===== config.mk =====
export PLATFORM = sky130hd
export DESIGN_NAME = fxp_add_stream
export DESIGN_NICKNAME = d
export VERILOG_FILES = /design/src/rtl/fxp_pkg.sv /design/src/rtl/fxp_lane_convert.sv /design/src/rtl/fxp_add_stream.sv
export SDC_FILE = /design/constraint.sdc
export NUM_CORES = 1
export LEC_CHECK = 0
export CAP_MARGIN = 20
export CORE_MARGIN = 10
export CORE_UTILIZATION = 30
export DETAILED_ROUTE_END_ITERATION = 8
export PLACE_DENSITY_LB_ADDON = 0.1
export SLEW_MARGIN = 10
export SYNTH_ARGS = -nofsm -noshare
export SYNTH_HDL_FRONTEND = slang
export SYNTH_HIERARCHICAL = 1
export SYNTH_SLANG_ARGS = --single-unit

===== constraint.sdc =====
create_clock -name clk -period 7.6 [get_ports clk]
set_clock_uncertainty 0.15 [all_clocks]
set_input_delay 1.14 -clock clk [delete_from_list [all_inputs] [get_ports clk]]
set_output_delay 1.14 -clock clk [all_outputs]
set_load 0.01 [all_outputs]

===== src/rtl/fxp_pkg.sv =====
// Shared types and width helpers for the streaming fixed-point adder.
// Widths are derived at elaboration time from the operand and result formats.
package fxp_pkg;

  typedef enum logic {RND_TRUNC = 1'b0, RND_HALF_UP = 1'b1} round_e;

  function automatic int unsigned max_u(input int unsigned x, input int unsigned y);
    return (x > y) ? x : y;
  endfunction

  function automatic int unsigned frac_width(input int unsigned a_frac,
                                             input int unsigned b_frac);
    return max_u(a_frac, b_frac);
  endfunction

  // One guard integer bit on top of the wider operand makes the sum exact.
  function automatic int unsigned aligned_width(input int unsigned a_width,
                                                input int unsigned a_frac,
                                                input int unsigned b_width,
                                                input int unsigned b_frac);
    return max_u(a_width - a_frac, b_width - b_frac) + 1 + max_u(a_frac, b_frac);
  endfunction

  function automatic int unsigned drop_count(input int unsigned a_frac,
                                             input int unsigned b_frac,
                                             input int unsigned out_frac);
    int unsigned f;
    f = max_u(a_frac, b_frac);
    return (f > out_frac) ? f - out_frac : 0;
  endfunction

  function automatic int unsigned lift_count(input int unsigned a_frac,
                                             input int unsigned b_frac,
                                             input int unsigned out_frac);
    int unsigned f;
    f = max_u(a_frac, b_frac);
    return (out_frac > f) ? out_frac - f : 0;
  endfunction

  function automatic logic [63:0] sat_max(input int unsigned width);
    return (64'd1 << (width - 1)) - 64'd1;
  endfunction

  function automatic logic [63:0] sat_min(input int unsigned width);
    return 64'd1 << (width - 1);
  endfunction

endpackage


===== src/rtl/fxp_lane_convert.sv =====
// One lane: align both operands, add or subtract exactly, requantise to the
// output format, then saturate or wrap and flag out-of-range results.
module fxp_lane_convert
  import fxp_pkg::*;
#(
  parameter int unsigned INPUT_A_WIDTH = 16,
  parameter int unsigned INPUT_A_FRAC  = 10,
  parameter int unsigned INPUT_B_WIDTH = 12,
  parameter int unsigned INPUT_B_FRAC  = 6,
  parameter int unsigned OUTPUT_WIDTH  = 12,
  parameter int unsigned OUTPUT_FRAC   = 8,
  parameter int unsigned ROUND         = 0,
  parameter int unsigned SAT           = 1
) (
  input  logic                     op_sub,
  input  logic [INPUT_A_WIDTH-1:0] a,
  input  logic [INPUT_B_WIDTH-1:0] b,
  output logic [OUTPUT_WIDTH-1:0]  res,
  output logic                     ovf
);

  localparam int unsigned F  = frac_width(INPUT_A_FRAC, INPUT_B_FRAC);
  localparam int unsigned W  = aligned_width(INPUT_A_WIDTH, INPUT_A_FRAC,
                                             INPUT_B_WIDTH, INPUT_B_FRAC);
  localparam int unsigned D  = drop_count(INPUT_A_FRAC, INPUT_B_FRAC, OUTPUT_FRAC);
  localparam int unsigned L  = lift_count(INPUT_A_FRAC, INPUT_B_FRAC, OUTPUT_FRAC);
  localparam int unsigned CW = W + 1 + L;
  localparam int unsigned EW = max_u(CW, OUTPUT_WIDTH + 1);
  localparam round_e RndMode = (ROUND != 0) ? RND_HALF_UP : RND_TRUNC;
  localparam logic [OUTPUT_WIDTH-1:0] SatHi = OUTPUT_WIDTH'(sat_max(OUTPUT_WIDTH));
  localparam logic [OUTPUT_WIDTH-1:0] SatLo = OUTPUT_WIDTH'(sat_min(OUTPUT_WIDTH));

  logic signed [W-1:0]  a_al, b_al, sum;
  logic signed [CW-1:0] conv;
  logic signed [EW-1:0] wide;
  logic [EW-OUTPUT_WIDTH:0] wide_hi;

  assign a_al = $signed({{(W - INPUT_A_WIDTH){a[INPUT_A_WIDTH-1]}}, a}) <<< (F - INPUT_A_FRAC);
  assign b_al = $signed({{(W - INPUT_B_WIDTH){b[INPUT_B_WIDTH-1]}}, b}) <<< (F - INPUT_B_FRAC);
  assign sum  = op_sub ? (a_al - b_al) : (a_al + b_al);

  if (D > 0) begin : g_drop
    // Bias is added one bit wider so rounding the most positive sum cannot wrap.
    localparam logic [W:0] Bias = (RndMode == RND_HALF_UP) ?
                                  ({{W{1'b0}}, 1'b1} << (D - 1)) : '0;
    logic signed [W:0] ext;
    assign ext  = $signed({sum[W-1], sum} + Bias);
    assign conv = ext >>> D;
  end else if (L > 0) begin : g_lift
    assign conv = {sum[W-1], sum, {L{1'b0}}};
  end else begin : g_keep
    assign conv = {sum[W-1], sum};
  end

  assign wide    = EW'(conv);
  assign wide_hi = wide[EW-1:OUTPUT_WIDTH-1];
  assign ovf     = ~((&wide_hi) | ~(|wide_hi));

  always_comb begin
    res = wide[OUTPUT_WIDTH-1:0];
    if (ovf && (SAT != 0)) begin
      res = wide[EW-1] ? SatLo : SatHi;
    end
  end

endmodule


===== src/rtl/fxp_add_stream.sv =====
// Multi-lane fixed-point add/sub with valid/ready flow control. Compute sits in
// the first stage; the rest of the pipe is delay that stalls as a whole.
module fxp_add_stream
  import fxp_pkg::*;
#(
  parameter int unsigned LANES         = 4,
  parameter int unsigned INPUT_A_WIDTH = 16,
  parameter int unsigned INPUT_A_FRAC  = 10,
  parameter int unsigned INPUT_B_WIDTH = 12,
  parameter int unsigned INPUT_B_FRAC  = 6,
  parameter int unsigned OUTPUT_WIDTH  = 12,
  parameter int unsigned OUTPUT_FRAC   = 8,
  parameter int unsigned DELAY         = 3,
  parameter int unsigned ROUND         = 0,
  parameter int unsigned SAT           = 1
) (
  input  logic                             clk,
  input  logic                             reset,
  input  logic                             in_valid,
  output logic                             in_ready,
  input  logic                             op_sub,
  input  logic [LANES*INPUT_A_WIDTH-1:0]   a_in,
  input  logic [LANES*INPUT_B_WIDTH-1:0]   b_in,
  output logic                             out_valid,
  input  logic                             out_ready,
  output logic [LANES*OUTPUT_WIDTH-1:0]    out,
  output logic [LANES-1:0]                 ovf,
  output logic [LANES-1:0]                 ovf_sticky,
  input  logic                             clr_ovf
);

  localparam int unsigned OutBits = LANES * OUTPUT_WIDTH;

  logic [OutBits-1:0] res_d;
  logic [LANES-1:0]   ovf_d;
  logic               valid_q [DELAY];
  logic [OutBits-1:0] res_q   [DELAY];
  logic [LANES-1:0]   ovf_q   [DELAY];
  logic [LANES-1:0]   sticky_d, sticky_q;
  logic               advance, out_fire;

  for (genvar i = 0; i < LANES; i++) begin : g_lane
    fxp_lane_convert #(
      .INPUT_A_WIDTH(INPUT_A_WIDTH),
      .INPUT_A_FRAC (INPUT_A_FRAC),
      .INPUT_B_WIDTH(INPUT_B_WIDTH),
      .INPUT_B_FRAC (INPUT_B_FRAC),
      .OUTPUT_WIDTH (OUTPUT_WIDTH),
      .OUTPUT_FRAC  (OUTPUT_FRAC),
      .ROUND        (ROUND),
      .SAT          (SAT)
    ) u_conv (
      .op_sub(op_sub),
      .a     (a_in[i*INPUT_A_WIDTH +: INPUT_A_WIDTH]),
      .b     (b_in[i*INPUT_B_WIDTH +: INPUT_B_WIDTH]),
      .res   (res_d[i*OUTPUT_WIDTH +: OUTPUT_WIDTH]),
      .ovf   (ovf_d[i])
    );
  end

  assign out_valid  = valid_q[DELAY-1];
  assign out        = res_q[DELAY-1];
  assign ovf        = ovf_q[DELAY-1];
  assign advance    = out_ready | ~out_valid;
  assign in_ready   = advance;
  assign out_fire   = out_valid & out_ready;
  assign ovf_sticky = sticky_q;

  always_ff @(posedge clk or posedge reset) begin
    if (reset) begin
      for (int unsigned s = 0; s < DELAY; s++) begin
        valid_q[s] <= 1'b0;
        res_q[s]   <= '0;
        ovf_q[s]   <= '0;
      end
    end else if (advance) begin
      valid_q[0] <= in_valid;
      res_q[0]   <= res_d;
      ovf_q[0]   <= ovf_d;
      for (int unsigned s = 1; s < DELAY; s++) begin
        valid_q[s] <= valid_q[s-1];
        res_q[s]   <= res_q[s-1];
        ovf_q[s]   <= ovf_q[s-1];
      end
    end
  end

  // A clear in the same cycle as a flagged handshake keeps the new flag.
  always_comb begin
    sticky_d = clr_ovf ? '0 : sticky_q;
    if (out_fire) begin
      sticky_d = sticky_d | ovf;
    end
  end

  always_ff @(posedge clk or posedge reset) begin
    if (reset) begin
      sticky_q <= '0;
    end else begin
      sticky_q <= sticky_d;
    end
  end

endmodule

Word-level counts from Yosys, hierarchy flattened
Index checks and enable logic that the tools add are counted.

Register bits: 163. Input bits: 118. Output and inout port bits: 58. Logic and storage cells: 56.

Add/subtract/negate cells: 8. Multiplexer cells: 14. Bitwise logic cells: 16. Reductions and logical operators: 8.

Operator list (number): $mux 12 (8); $add 16x16->17 (4); $mux 17 (4); $sub 16x16->17 (4); $reduce_and 4->1 (4); $reduce_or 4->1 (4); $not 1->1 (9); $mux 4 (2); $or 1x1->1 (5); $or 4x4->4 (1); $and 1x1->1 (1).

Longest topological paths before layout
Gate-level depths: netlist (run 1).

Depth after elaboration: 6. Gate-level depth with buffers: 16. Depth with buffers taken out: 16.

Modules after synthesis
Netlist (run 1), hierarchy kept.

By module, submodules not included: fxp_add_stream (times used 1, cells an instance 406, area each 6846.6 um^2, sequential area each 4078.9 um^2); fxp_lane_convert (g_lane[1].u_conv ...) (times used 2, cells an instance 153, area each 1046.0 um^2, sequential area each 0.0 um^2); fxp_lane_convert (g_lane[3].u_conv) (times used 1, cells an instance 169, area each 1137.3 um^2, sequential area each 0.0 um^2); fxp_lane_convert (g_lane[0].u_conv) (times used 1, cells an instance 147, area each 1002.2 um^2, sequential area each 0.0 um^2).

Worst setup path after synthesis (run 1)
OpenSTA, ideal clock, no wires.

Path type: input-to-reg. From: input port b_in[36]. To: register res_q[140] (netlist bit). Library setup time: 125 ps. Data arrival time: 4040 ps. Data required time: 7325 ps. Setup slack: 3285 ps. Cell stages on the path: 15. Path buffers: 0. Cell sequence: inv_1 -> ha_1 -> nor2b_1 -> and2_1 -> a21oi_1 -> xnor2_1 -> ha_1 -> nand2_1 -> nor2_1 -> a21boi_0 -> nor3_1 -> a221o_2 -> a32oi_4 -> o32ai_1 -> mux2_4.

Longest elaborated chain between the ends: 6. Elaborated cells on any way between the ends: 9. Classes of those cells: 2 x add/sub; 3 x mux; 2 x bitwise; 2 x reduce/logical.

RTL lines: start, declared (line fxp_add_stream.sv:23) `input logic [LANES*INPUT_B_WIDTH-1:0] b_in,`; $add 16x16->17 / $sub 16x16->17 (equally long branches) (line fxp_lane_convert.sv:40) `assign sum = op_sub ? (a_al - b_al) : (a_al + b_al);`; $mux 17 * (line fxp_lane_convert.sv:40); $reduce_or 4->1 (line fxp_lane_convert.sv:57) `assign ovf = ~((&wide_hi) | ~(|wide_hi));`; $not 1->1 (line fxp_lane_convert.sv:57); $or 1x1->1 (line fxp_lane_convert.sv:57); $mux 12 * (line fxp_lane_convert.sv:61) `if (ovf && (SAT != 0)) begin`; named net res_d[44] (line fxp_add_stream.sv:34) `logic [OutBits-1:0] res_d;`; end signal, assigned by index (line fxp_add_stream.sv:82) `res_q[s] <= res_q[s-1];`; end, declared (line fxp_add_stream.sv:37) `logic [OutBits-1:0] res_q [DELAY];`.

The timed path passes the listed nets; every way through them passes the cells marked *. A chain may end at the register's enable or synchronous reset.

Worst setup path after layout (run 1)
From: input port b_in[38]. To: register res_q[140] (netlist bit).

Same word-level chain as after synthesis.

==> results.yml, run 1 <==
cts:
  cts_buffers: 17
  clk_latency_ns: 0.43
  cts_tree: "done"
  path_clk_slew_ns: 0.06
  htree_levels: 4
  clockBufferDepth: 2
  cts_root_buf: "clkbuf_16"
  cts_setup_buffers: 0
  numClockSinks: 163
  cts_resized: 0
  hold_buffers: 0
synth:
  ys_types: 70
  synth_top_area_share_pct: 36.8
  synth_top_cell_by_area: "dfrtp_1"
  synth.avg_cell_area_um2: 10.8
  synth_area_um2: 11100
  ys_seq_area_share_pct: 36.8
  yosys_warnings: 6
  syn-num-nets: 1202
  yosys-top-cells-count: "163 x dfrtp_1, 98 x mux2_4, 80 x nor2_1, 73 x a21oi_1, 64 x mux2_2"
  async_flop_share_pct: 100
  synth_edf_count: 0
  yosysMostFrequentCell: "dfrtp_1"
  synth-seq-cells: 163
  ys.flop_type: "dfrtp_1"
  yosys-top-cells-area: "dfrtp_1 37%, mux2_4 13%, mux2_2 6.5%"
  netlist_instances: 1028
global_routing:
  grt_pass1_vias: 8176
  grt_start_max_net_pins: 93
  grt_usage_pct: 11.7
  grt_pass1_wl_um: 42600
  antenna_found_initial: 0
  grt.overflow.total: 0
routing:
  totalWireLength_um: 25800
  post_drt_via_cell_ratio: 4.77
  wl_per_cell_um: 16.0
  drt_iter0_markers: 289
  first_pass_iters: 4
  vias: 7718
  route.detailed.drc: 0
  ant_nets: 0
hold_path:
  min_path_cells: 1
  hp-class: "reg2reg"
floorplan:
  die-width_um: 212
  start_util_pct: 30.3
  core_um2: 36500
  dieArea_um2: 45000
  chipHeight_um: 212
  boundaryPins: 176
  fp-row-count: 70
sta:
  hold_ws_ns: 0.335
  fmaxAchievable_ghz: 0.198
  setup_tns_ns: 0
  min_period_ns: 5.05
  tightest_slew_ns: 0.938
  drv_slew: 0
  hold_viol_final: 0
  grt_setup_unrepaired: "no"
  max-slew-margin-rel_pct: 37.5
  fin_crit_sh_pct: 66.5
  setup_violations: 0
flow_run:
  maxCapViolations: 0
critical_path:
  crit_arrival_ns: 5.22
  path_depth: 15
  path_cells: "clkdlybuf4s50_1, nor3_2, nand3_1, nor3_1, nor2_1, xnor2_1, ha_1, nand2_1, nor2_1, a21boi_0, nor3_1, a221o_2, a32oi_4, o32ai_1, mux2_4"
  worst-path-buf-inv: 1
  cp.required_ns: 7.76
  end_kind: "flip-flop"
  crit_path_max_incr_delay_ns: 0.50
  crit_type: "in2reg"
  slowest_stage: "clkdlybuf4s50_1"
  critPathMaxFanout: 7
  r2r_cells: 3
  crit_family: "compound AO/OA/AOI/OAI gates"
  cp-start-kind: "input port"
cells_and_area:
  fin_nets: 1311
  antenna_cells: 0
  drive_gt1_share_pct: 20.2
  area_growth_pct: 20.8
  utilization_pct: 36.7
  stdcell_count: 1617
  n_fill_cell: 3700
placed_design:
  place_congestion: 0.767
  io_buffers: 167
  place_inst: 1586
  hpwl_um: 19500
run_status:
  outcome: "complete, no violations"
power:
  ir_drop_v: 0.000188
  p_per_area_nw_per_um2: 323
  p_leak_uw: 0.00573
  total_power_uw: 4330
final cells by class:
type                            count  area (um^2)  share of cell area, %
Clock buffer                       20          447                   3.34
Timing Repair Buffer              171         1700                   12.7
Tap cell                          468          586                   4.37
Inverter                           47          181                   1.36
Clock inverter                     11          178                   1.33
Sequential cell                   163         4080                   30.5
Multi-Input combinational cell    737         6220                   46.5
cell usage in the layout (no fill, tap or decap), types with 5 or more instances in the layout:
cell type / count
a221oi_1: 8
a211oi_1: 6
clkdlybuf4s50_1: 166
a21o_1: 9
mux2_2: 64
nor2b_1: 13
mux2_4: 98
nor3_1: 31
xor2_1: 10
o21bai_1: 6
o21ai_2: 5
a31oi_1: 25
and2_1: 5
xnor2_1: 61
mux2i_1: 8
o211ai_1: 5
or3_1: 6
dfrtp_1: 163
and3_1: 6
nor2_1: 80
inv_1: 43
clkbuf_16: 17
o21ai_1: 12
ha_1: 52
o21a_1: 9
nand2_1: 29
o21ai_0: 19
a21oi_1: 73
nand3_1: 22
report_power, final:
part | internal [uW] | switching (uW) | total [uW] | leakage [uW]
registers | 1290 | 245 | 1530 | 0.00188
logic | 1100 | 768 | 1870 | 0.00355
clock network | 560 | 370 | 930 | 0.000293
path summary, 6_finish.rpt:
path,from,to,slack [ns]
max in group asynchronous,reset,out[13]$_DFFE_PP0P_,4.65
setup reg to reg,out_valid$_DFFE_PP0P_,out[36]$_DFFE_PP0P_,4.83
hold / removal,valid_q[1]$_DFFE_PP0P_,out_valid$_DFFE_PP0P_,0.34
hold reg to reg,valid_q[1]$_DFFE_PP0P_,out_valid$_DFFE_PP0P_,0.34
min in group asynchronous,reset,out[21]$_DFFE_PP0P_,1.08
setup / recovery,b_in[38],res_q[140]$_DFFE_PP0P_,2.55
registers in the layout, summed over array words and instances (netlist names):
register / count
out: 48
out_valid: 1
ovf: 4
ovf_sticky: 4
res_q: 96
valid_q: 2
ovf_q: 8
stage by stage:
stage               area, um^2  worst slack, ns
floorplan                11100             1.91
global placement         12800             2.21
detailed placement       12800             2.13
CTS                      13400             2.61
global route             13400             2.19
finish                   13400             2.55
cell families after synthesis:
group                      after synthesis  share of synthesized area, %
AOI/OAI and AO/OA                      217                          13.3
xor gates and xnor gates                74                          6.05
adders and majority gates               56                          6.60
buffers and inverters                  128                          7.10
DFF                                    163                          36.8
muxes                                  170                          20.5
and+or+nand+nor                        220                          9.62
per-layer routing:
metal	up-vias	track usage, %	wire length (um)	part of all wire, %
met5	-	0	0	0
met4	0	3.55	272	1.1
met3	15	2.68	930	3.6
met2	99	18.8	12200	47
met1	3729	15.2	12400	48
li1	3875	-	-	-
Power figures use the tool's default switching activity.
==> run 2: changes to the inputs <==
Clock period 7.6 ns to 4.7 ns, I/O delays scaled along.
==> results.yml, run 2 (same netlist as run 1, synthesis figures left out) <==
critical_path:
  crit_path_max_incr_delay_ns: 0.50
  cp.required_ns: 4.92
  path_cells: "clkdlybuf4s50_1, inv_1, ha_1, nor2b_1, and2_1, a21oi_1, xnor2_1, ha_1, a21oi_1, o211ai_1, o21a_1, a21o_1, buf_4, o311ai_4, a32oi_4, o32ai_1, mux2_4"
  crit_arrival_ns: 4.48
  r2r_cells: 3
  r2r_start: "out_valid$_DFFE_PP0P_"
  crit_type: "in2reg"
  slowest_stage: "clkdlybuf4s50_1"
  end_kind: "flip-flop"
  critPathMaxFanout: 7
  cp-start-kind: "input port"
  reg2reg_to: "out[19]$_DFFE_PP0P_"
  crit_family: "compound AO/OA/AOI/OAI gates"
  worst-path-buf-inv: 3
  ff2ff_setup_slack_ns: 2.65
cts:
  clk_latency_ns: 0.43
  cts_root_buf: "clkbuf_16"
  numClockSinks: 163
  cts_setup_buffers: 0
  htree_levels: 4
  clockBufferDepth: 2
  hold_buffers: 0
  cts_tree: "done"
  cts_buffers: 17
  path_clk_slew_ns: 0.06
hold_path:
  hold_start: "valid_q[1]$_DFFE_PP0P_"
  hp-class: "reg2reg"
  min_path_cells: 1
  hold_end: "out_valid$_DFFE_PP0P_"
cells_and_area:
  final_area_um2: 13900
  largest_register_ffs: 96
  area_growth_pct: 25.0
  antenna_cells: 0
  top_register: "res_q"
  drive_gt1_share_pct: 24.7
  final_cell_mix: "166 x clkdlybuf4s50_1, 163 x dfrtp_1, 98 x mux2_4"
  stdcell_count: 1682
  fin_nets: 1375
  layout_commonest_cell: "clkdlybuf4s50_1"
sta:
  min_period_ns: 4.27
  hold_viol_final: 0
  drv_slew: 0
  setup_tns_ns: 0
  setup_violations: 0
  fmaxAchievable_ghz: 0.234
  max-slew-margin-rel_pct: 43.3
  timing.final.ws_setup_ns: 0.433
  fin_crit_sh_pct: 90.8
  tightest_slew_ns: 0.851
  grt_setup_unrepaired: "no"
flow_run:
  maxCapViolations: 0
floorplan:
  core_um2: 36500
  fp-row-count: 70
  die-width_um: 212
  dieArea_um2: 45000
  boundaryPins: 176
  chipHeight_um: 212
  start_util_pct: 30.3
global_routing:
  grt_pass1_wl_um: 43300
  grt_start_max_net_pins: 108
  antenna_found_initial: 0
  grt_pass1_vias: 8290
  grt.overflow.total: 0
  grt_usage_pct: 11.9
power:
  total_power_uw: 6980
  p_per_area_nw_per_um2: 504
  ir_drop_v: 0.000266
  p_leak_uw: 0.00603
routing:
  first_pass_iters: 4
  route.detailed.drc: 0
  post_drt_via_cell_ratio: 4.70
  drt_iter0_markers: 285
  ant_nets: 0
  vias: 7910
  totalWireLength_um: 26200
  wl_per_cell_um: 15.6
placed_design:
  dp_slack_ns: -0.0471
  io_buffers: 167
  place_inst: 1650
  dpl_cell_area_um2: 13300
  place_congestion: 0.784
  hpwl_um: 20200
run_status:
  outcome: "complete, no violations"
-- run 2: cell count changes in the layout (fill, tap and decap cells not counted), sizes merged --
cell	delta
inv	+1
clkinv	+6
clkbuf	-3
bufinv	-3
buf	+64
-- run 2: power by group --
part           internal (uW)  leakage, uW  switching, uW  total, uW
combinational           1890      0.00388           1270       3160
clock                    733     0.000274            613       1350
sequential              2080      0.00188            390       2470
-- run 2: cell type report --
class / instances / area, um^2
clock inverter: 15 / 131
tap: 468 / 586
multi-input combinational: 737 / 6220
inverter: 47 / 180
timing repair buffer: 235 / 2230
clock buffer: 17 / 425
sequential: 163 / 4080
fill: 3682 / 22700
-- run 2: worst register-to-register path, stage by stage (launching register included) --
cell,delay (ns)
dfrtp_1,0.49
nand2b_4,0.17
buf_4,0.67
mux2_2,0.46
-- run 2: repair_timing --
action	4_1_cts	5_1_grt
gates resized for setup	0	1
setup endpoints to repair	0	1
endpoints found under the hold margin	0	0
-- run 2: how the worst max path moves through the flow --
stage | end | start | slack, ns | depth (start not counted)
2_1_floorplan | res_q[140]$_DFFE_PP0P_ | b_in[36] | 0.82 | 15
3_3_place_gp | res_q[132]$_DFFE_PP0P_ | b_in[37] | -0.05 | 18
3_5_place_dp | res_q[132]$_DFFE_PP0P_ | b_in[37] | -0.05 | 18
4_1_cts | res_q[132]$_DFFE_PP0P_ | b_in[37] | 0.41 | 18
5_1_grt | res_q[132]$_DFFE_PP0P_ | b_in[37] | 0.05 | 18
6_report | res_q[140]$_DFFE_PP0P_ | b_in[37] | 0.43 | 17
-- run 2: metal layers --
| metal | global-route usage, % | wire (um) | part of all wire, % |
|---|---|---|---|
| met5 | 0 | 0 | 0 |
| met4 | 3.47 | 314 | 1.2 |
| met3 | 2.56 | 886 | 3.4 |
| met2 | 19.0 | 12200 | 47 |
| met1 | 15.8 | 12800 | 49 |
-- run 2: metrics by stage --
step	utilization, %	hold WS, ns
6_report	37.9	0.325
5_1_grt	37.9	0.351
4_1_cts	37.9	0.340
3_5_place_dp	36.4	0.326
3_3_place_gp	36.4	0.323
2_1_floorplan	-	0.285
